File: config.mk
export PLATFORM = sky130hd
export DESIGN_NAME = btn_debounce
export DESIGN_NICKNAME = d
export VERILOG_FILES = /design/src/rtl/btn_debounce.sv
export SDC_FILE = /design/constraint.sdc
export NUM_CORES = 1
export LEC_CHECK = 0
export CAP_MARGIN = 20
export CORE_MARGIN = 5
export CORE_UTILIZATION = 34
export CTS_BUF_LIST = sky130_fd_sc_hd__clkbuf_4 sky130_fd_sc_hd__clkbuf_8
export DETAILED_ROUTE_END_ITERATION = 7
export PLACE_DENSITY = 0.51
export SETUP_SLACK_MARGIN = 0.2
export SLEW_MARGIN = 20
export SYNTH_ARGS = -nofsm -noshare
export SYNTH_HDL_FRONTEND = slang
export SYNTH_SLANG_ARGS = --single-unit
File: constraint.sdc
create_clock -name CLK -period 4.7 [get_ports CLK]
set_input_delay 0.47 -clock CLK [delete_from_list [all_inputs] [get_ports CLK]]
set_output_delay 0.47 -clock CLK [all_outputs]
set_load 0.05 [all_outputs]
File: src/rtl/btn_debounce.sv
// rtl/btn_debounce.sv - push-button synchroniser, tick-based debouncer and event pulse generator
//
// Ports:
//   CLK      system clock, all logic on its rising edge
//   RST      asynchronous active-low reset
//   BTN      raw button pins, asynchronous to CLK, 1 = pressed
//   LEVEL    debounced button state, registered
//   PRESS    one-cycle pulse when a press is accepted (and on each auto-repeat)
//   RELEASE  one-cycle pulse when a release is accepted
//
// Optional feature: define BTN_REPEAT_EN to build the per-button auto-repeat
// logic (REPEAT_DLY ticks to the first repeat, then every REPEAT_PER ticks).

module btn_debounce #(
    parameter int NBTN       = 4,
    parameter int PRESCALE_W = 17,
    parameter int STABLE_CNT = 8,
    parameter int REPEAT_DLY = 500,
    parameter int REPEAT_PER = 100
) (
    input  logic            CLK,
    input  logic            RST,
    input  logic [NBTN-1:0] BTN,
    output logic [NBTN-1:0] LEVEL,
    output logic [NBTN-1:0] PRESS,
    output logic [NBTN-1:0] RELEASE
);

    localparam logic [7:0] SCNT_LAST = 8'(STABLE_CNT - 1);

    // Elaboration-time parameter sanity checks.
    if (STABLE_CNT < 2 || STABLE_CNT > 255) begin : g_bad_stable_cnt
        $error("btn_debounce: STABLE_CNT out of range 2..255");
    end
    if (REPEAT_PER < 1 || REPEAT_PER > REPEAT_DLY || REPEAT_DLY > 1023) begin : g_bad_repeat
        $error("btn_debounce: REPEAT_DLY/REPEAT_PER out of range");
    end

    logic [NBTN-1:0]       sync1;
    logic [NBTN-1:0]       bsync;
    logic [PRESCALE_W-1:0] presc;
    logic                  tick;
    logic [7:0]            scnt [NBTN];
    logic [NBTN-1:0]       accept;
    logic [NBTN-1:0]       rep_hit;

    // Two-flop synchroniser; bsync lags BTN by two clocks.
    always_ff @(posedge CLK or negedge RST) begin
        if (!RST) begin
            sync1 <= '0;
            bsync <= '0;
        end else begin
            sync1 <= BTN;
            bsync <= sync1;
        end
    end

    // Free-running prescaler; the all-ones cycle is the sample tick.
    always_ff @(posedge CLK or negedge RST) begin
        if (!RST) begin
            presc <= '0;
        end else begin
            presc <= presc + 1'b1;
        end
    end

    assign tick = &presc;

    // A new value is accepted on the tick that completes STABLE_CNT
    // consecutive disagreeing samples.
    always_comb begin
        accept = '0;
        for (int i = 0; i < NBTN; i++) begin
            accept[i] = tick && (bsync[i] != LEVEL[i]) && (scnt[i] == SCNT_LAST);
        end
    end

    always_ff @(posedge CLK or negedge RST) begin
        if (!RST) begin
            for (int i = 0; i < NBTN; i++) begin
                scnt[i] <= '0;
            end
        end else if (tick) begin
            for (int i = 0; i < NBTN; i++) begin
                // Any tick that agrees with LEVEL restarts the count.
                if (bsync[i] == LEVEL[i] || accept[i]) begin
                    scnt[i] <= '0;
                end else begin
                    scnt[i] <= scnt[i] + 8'd1;
                end
            end
        end
    end

`ifdef BTN_REPEAT_EN
    localparam logic [9:0] RDLY    = 10'(REPEAT_DLY);
    localparam logic [9:0] RRELOAD = 10'(REPEAT_DLY - REPEAT_PER);

    logic [9:0] rcnt [NBTN];

    // A repeat fires on the tick that brings rcnt up to REPEAT_DLY, but never
    // on a tick that accepts a release (accept with LEVEL=1).
    always_comb begin
        rep_hit = '0;
        for (int i = 0; i < NBTN; i++) begin
            rep_hit[i] = tick && LEVEL[i] && !accept[i] && ((rcnt[i] + 10'd1) == RDLY);
        end
    end

    always_ff @(posedge CLK or negedge RST) begin
        if (!RST) begin
            for (int i = 0; i < NBTN; i++) begin
                rcnt[i] <= '0;
            end
        end else begin
            for (int i = 0; i < NBTN; i++) begin
                if (!LEVEL[i] || accept[i]) begin
                    rcnt[i] <= '0;
                end else if (tick) begin
                    // Reloading DLY-PER makes later repeats PER ticks apart.
                    rcnt[i] <= rep_hit[i] ? RRELOAD : rcnt[i] + 10'd1;
                end
            end
        end
    end
`else
    assign rep_hit = '0;
`endif

    // LEVEL and the event pulses are registered together so a pulse always
    // coincides with the LEVEL edge it reports.
    always_ff @(posedge CLK or negedge RST) begin
        if (!RST) begin
            LEVEL   <= '0;
            PRESS   <= '0;
            RELEASE <= '0;
        end else begin
            for (int i = 0; i < NBTN; i++) begin
                if (accept[i]) begin
                    LEVEL[i] <= bsync[i];
                end
                PRESS[i]   <= (accept[i] && bsync[i]) || rep_hit[i];
                RELEASE[i] <= accept[i] && !bsync[i];
            end
        end
    end

endmodule

## Word level (Yosys, flattened, before mapping)

Cells that the tools add are included.

- Register bits: 69
- Input port bits: 6
- Output and inout bits: 12
- Word-level logic and storage cells: 59

- Add/sub/neg operators: 5
- Equality and inequality tests: 12
- Muxes and demuxes: 4
- Reductions and logical operators: 25

Operator list:

| operator | count |
|---|---|
| $add A8 B1 Y8 const B | 4 |
| $eq A8 B3 Y1 const B | 4 |
| $mux W8 | 4 |
| $add A17 B1 Y17 const B | 1 |
| $reduce_and A17 Y1 | 1 |
| $logic_and A1 B1 Y1 | 16 |
| $eq A1 B1 Y1 | 4 |
| $logic_not A1 Y1 | 4 |
| $logic_or A1 B1 Y1 | 4 |
| $ne A1 B1 Y1 | 4 |

## Logic depth before layout (Yosys ltp)

- Depth in word-level cells: 5
- Depth in mapped cells: 10
- Depth with buffers taken out: 9

## Worst setup path before layout

No wires, ideal clock.

- Path type: register -> register
- Start: register presc[0]
- End: register LEVEL[2]
- Library setup time: 0.125 ns
- Arrival: 2.392 ns
- Required time: 4.575 ns
- Setup slack: 2.183 ns
- Stages on the path, launching flop included: 10
- Buffers on the path: 1
- Period minus slack after synthesis: 2.517 ns
- Path through: dfrtp_1 ha_1 nand2_1 nor3_1 nor3b_1 ha_1 nand2_1 or4_1 buf_6 mux2_4

- Word-level cells in the longest chain between the ends: 3

Ends and longest elaborated chain:

| what | RTL line | text |
|---|---|---|
| start: declaration | 41 | `logic [PRESCALE_W-1:0] presc;` |
| start signal: assignment | 63 | `presc <= presc + 1'b1;` |
| $reduce_and A17 Y1 | 67 | `assign tick = &presc;` |
| $logic_and A1 B1 Y1 (2 in a row) | 74 | `accept[i] = tick && (bsync[i] != LEVEL[i]) && (scnt[i] == SCNT_LAST);` |
| end signal: indexed assignment | 140 | `LEVEL[i] <= bsync[i];` |
| end: declaration | 24 | `output logic [NBTN-1:0] LEVEL,` |

Every way passes these cells.
A chain may end at the register's enable or synchronous reset.

## Final worst setup path

- Start: register presc[0]
- End: register scnt[13] (netlist name)

- Word-level cells in the longest chain between the ends: 5

Ends and longest elaborated chain:

| what | RTL line | text |
|---|---|---|
| $reduce_and A17 Y1 (*) | 67 |  |
| $logic_and A1 B1 Y1 (2 in a row) | 74 |  |
| $logic_or A1 B1 Y1 | 86 | `if (bsync[i] == LEVEL[i] \|\| accept[i]) begin` |
| $mux W8 | 86 |  |
| end signal: indexed assignment | 89 | `scnt[i] <= scnt[i] + 8'd1;` |
| end: declaration | 43 | `logic [7:0] scnt [NBTN];` |

Every way passes the cells marked *; elsewhere a longest branch is shown, timed or not.

==> results.toml <==
[run_status]
status = "finished, final reports clean"

[worst_setup_path]
worstPathArrival_ps = 3230
ff2ff_path_depth = 9
crit_path_max_incr_delay_ps = 590
worst-path-stages = 9
cp_max_fo = 11
worst-path-buf-inv = 0
crit_path_end_kind = "flop"
path_class = "flop to flop"
cp_top_family = "simple AND/OR/NAND/NOR gates"
start_kind = "flop"
slowest_stage = "or4_1"
required_ps = 4930
cp_cell_sequence = "ha_1 > nand2_1 > nor3_1 > nor3b_1 > ha_1 > nand2_1 > or4_1 > a21boi_4 > nor2_1"

[clock_tree]
cts-resized-gates = 0
clockBufferDepth = 2
cts.sinks = 69
cts_hold_buf = 0
clk_latency_ps = 340
cts_setup_buffers = 0
root_buffer = "clkbuf_8"
cts_buffers = 9
path_clk_slew_ps = 70
h-tree-depth = 3
cts_tree = "done"

[global_routing]
track_usage = 0.102
grt_max_degree = 42
overflow = 0
grt_pass1_wl_um = 9130
first_global_vias = 1979
antenna_found_initial = 0

[power]
p_switching_mw = 0.236
cell_internal_pwr_mw = 0.873
p_leak_nw = 1.55
p_seq_frac = 0.541
ir_drop_uv = 112
combPwrFrac = 0.019
pwr-share-clk = 0.440
p_per_area_mw_per_mm2 = 315
netSwitchingFraction = 0.213

[sta]
maxSlewViolCount = 0
tightest_slew_ps = 912
finalWorstSetupSlack_ps = 1700
hold_viol_final = 0
slew_headroom = 0.392
min_period_ps = 3000
skew_ps = 8.83
period_share = 0.638
fmax_ghz = 0.333
setup_viol = 0
rsz0062_at_grt = "no"
totalNegativeSetupSlack_ps = 0

[routing]
drtAntennaViolNets = 0
viasPerCell = 4.78
drc = 0
initialDrtViolationCount = 84
vias = 1983
wire_per_inst_um = 12.3
first_pass_iters = 4
drt_wl_total_um = 5110

[die]
core_mm2 = 0.00868
rows = 34
start_util = 0.349
ios = 18
dieArea_mm2 = 0.0109
fp.dieW_um = 104
die_y_um = 104

[final_layout]
n_antenna_cell = 0
drive_above_1_share = 0.0847
num-nets-final = 314
area_growth_pct = 16.2
nFillCells = 859

[flow_run]
maxCapViolCount = 0

[synth]
synth_area_leader_cell = "dfrtp_1"
seq_area_frac_synth = 0.571
ys_warn_count = 0
async_flop_share = 1.00
synth_cell_types = 33
synth_top_cell_area_share = 0.571
syn_nets = 289
synth_area_mm2 = 0.00303
synth_edf_count = 0
synth_ff_type = "dfrtp_1"
synth-seq-cells = 69
yosysMostFrequentCell = "dfrtp_1"
syn_inst = 277
synth_area_per_cell_um2 = 10.9
synth_commonest_cells = "69 x dfrtp_1, 24 x nor2_1, 23 x nand2_1"
netlist_top_cells_area = "dfrtp_1 57%, xnor2_1 5.8%, xor2_1 4.9%, nand3_1 3.3%, nor2_1 3.0%"

[worst_hold_path]
hold_path.class = "input pin to asynchronous set/reset pin"

[place]
io_buffer_count = 17
dp_slack_ps = 1690
gp_congestion = 0.756
dp_hpwl_um = 3380
==> cell type report <==
class,count,area [µm²],area share
Tap cell,108,135,0.0384
Multi-Input combinational cell,193,1230,0.351
Inverter,10,37.5,0.0107
Timing Repair Buffer,19,180,0.0513
Clock inverter,4,47.5,0.0135
Clock buffer,12,153,0.0434
Sequential cell,69,1730,0.491
==> state kept, by name, summed over array words and instances, names as in the netlist <==
| register | count |
|---|---|
| RELEASE | 4 |
| LEVEL | 4 |
| PRESS | 4 |
| presc | 17 |
| scnt | 32 |
| bsync | 4 |
| sync1 | 4 |
==> per-stage QoR <==
| step | utilization | instance area [µm²] | power, mW | cells | hold WS, ps |
|---|---|---|---|---|---|
| floorplan | - | 3030 | 0.616 | 277 | 174 |
| global placement | 0.382 | 3310 | 0.634 | 399 | 332 |
| detailed placement | 0.382 | 3310 | 0.634 | 399 | 335 |
| CTS | 0.405 | 3510 | 1.13 | 415 | 295 |
| global route | 0.405 | 3510 | 1.16 | 415 | 345 |
| finish | 0.405 | 3510 | 1.11 | 415 | 260 |
==> layer usage <==
| layer | up-vias | wire (µm) | GRT usage |
|---|---|---|---|
| li1 | 1015 | - | - |
| met1 | 944 | 2580 | 0.134 |
| met2 | 15 | 2270 | 0.152 |
| met3 | 9 | 139 | 0.0255 |
| met4 | 0 | 117 | 0.0583 |
| met5 | - | 0 | 0 |
==> power groups by stage <==
stage               Sequential (mW)  Combinational (mW)  Clock (mW)
floorplan                     0.611             0.00495           0
global placement              0.611              0.0230           0
detailed placement            0.611              0.0231           0
CTS                           0.599              0.0232       0.507
global route                  0.600              0.0260       0.533
finish                        0.599              0.0214       0.487
==> kinds of logic (layout without fill, tap and decap cells) <==
| kind of cell | Yosys count | after routing | share of synthesized area |
|---|---|---|---|
| adders and majority gates | 6 | 6 | 0.0248 |
| DFF | 69 | 69 | 0.571 |
| muxes | 5 | 5 | 0.0198 |
| and+or+nand+nor | 119 | 119 | 0.201 |
| buffers and inverters | 15 | 45 | 0.0211 |
| AOI/OAI and AO/OA | 26 | 26 | 0.0550 |
| xor gates and xnor gates | 37 | 37 | 0.107 |
==> cells in the final DEF, fill, tap and decap left out, types with 2 or more instances in the layout <==
cell type and count:
a31oi_1 2, mux2_2 4, and2_1 2, inv_1 10, nand2_1 23, nand2b_1 2
ha_1 6, xnor2_1 20, or4_1 2, o21ai_0 14, clkbuf_8 10, xor2_1 17
nor3_1 11, clkbuf_4 2, and4_1 2, nor4_1 3, nand4_1 12, clkdlybuf4s50_1 16
clkinv_2 2, nor3b_1 7, nand3_1 20, nor2b_1 2, buf_4 2, nor2_1 24
dfrtp_1 69, o31ai_1 2, o22ai_1 3, and3_1 7
==> path summary, 6_finish.rpt <==
path / from / to / slack (ps)
max: presc[0] / scnt[13] / 1700
min: RST / PRESS[2] / 260
max reg2reg: presc[0] / scnt[13] / 1700
min reg2reg: sync1[3] / bsync[3] / 350
max in group asynchronous: RST / presc[14] / 3530
min in group CLK: sync1[3] / bsync[3] / 350
(Power assumes the default switching activity.)
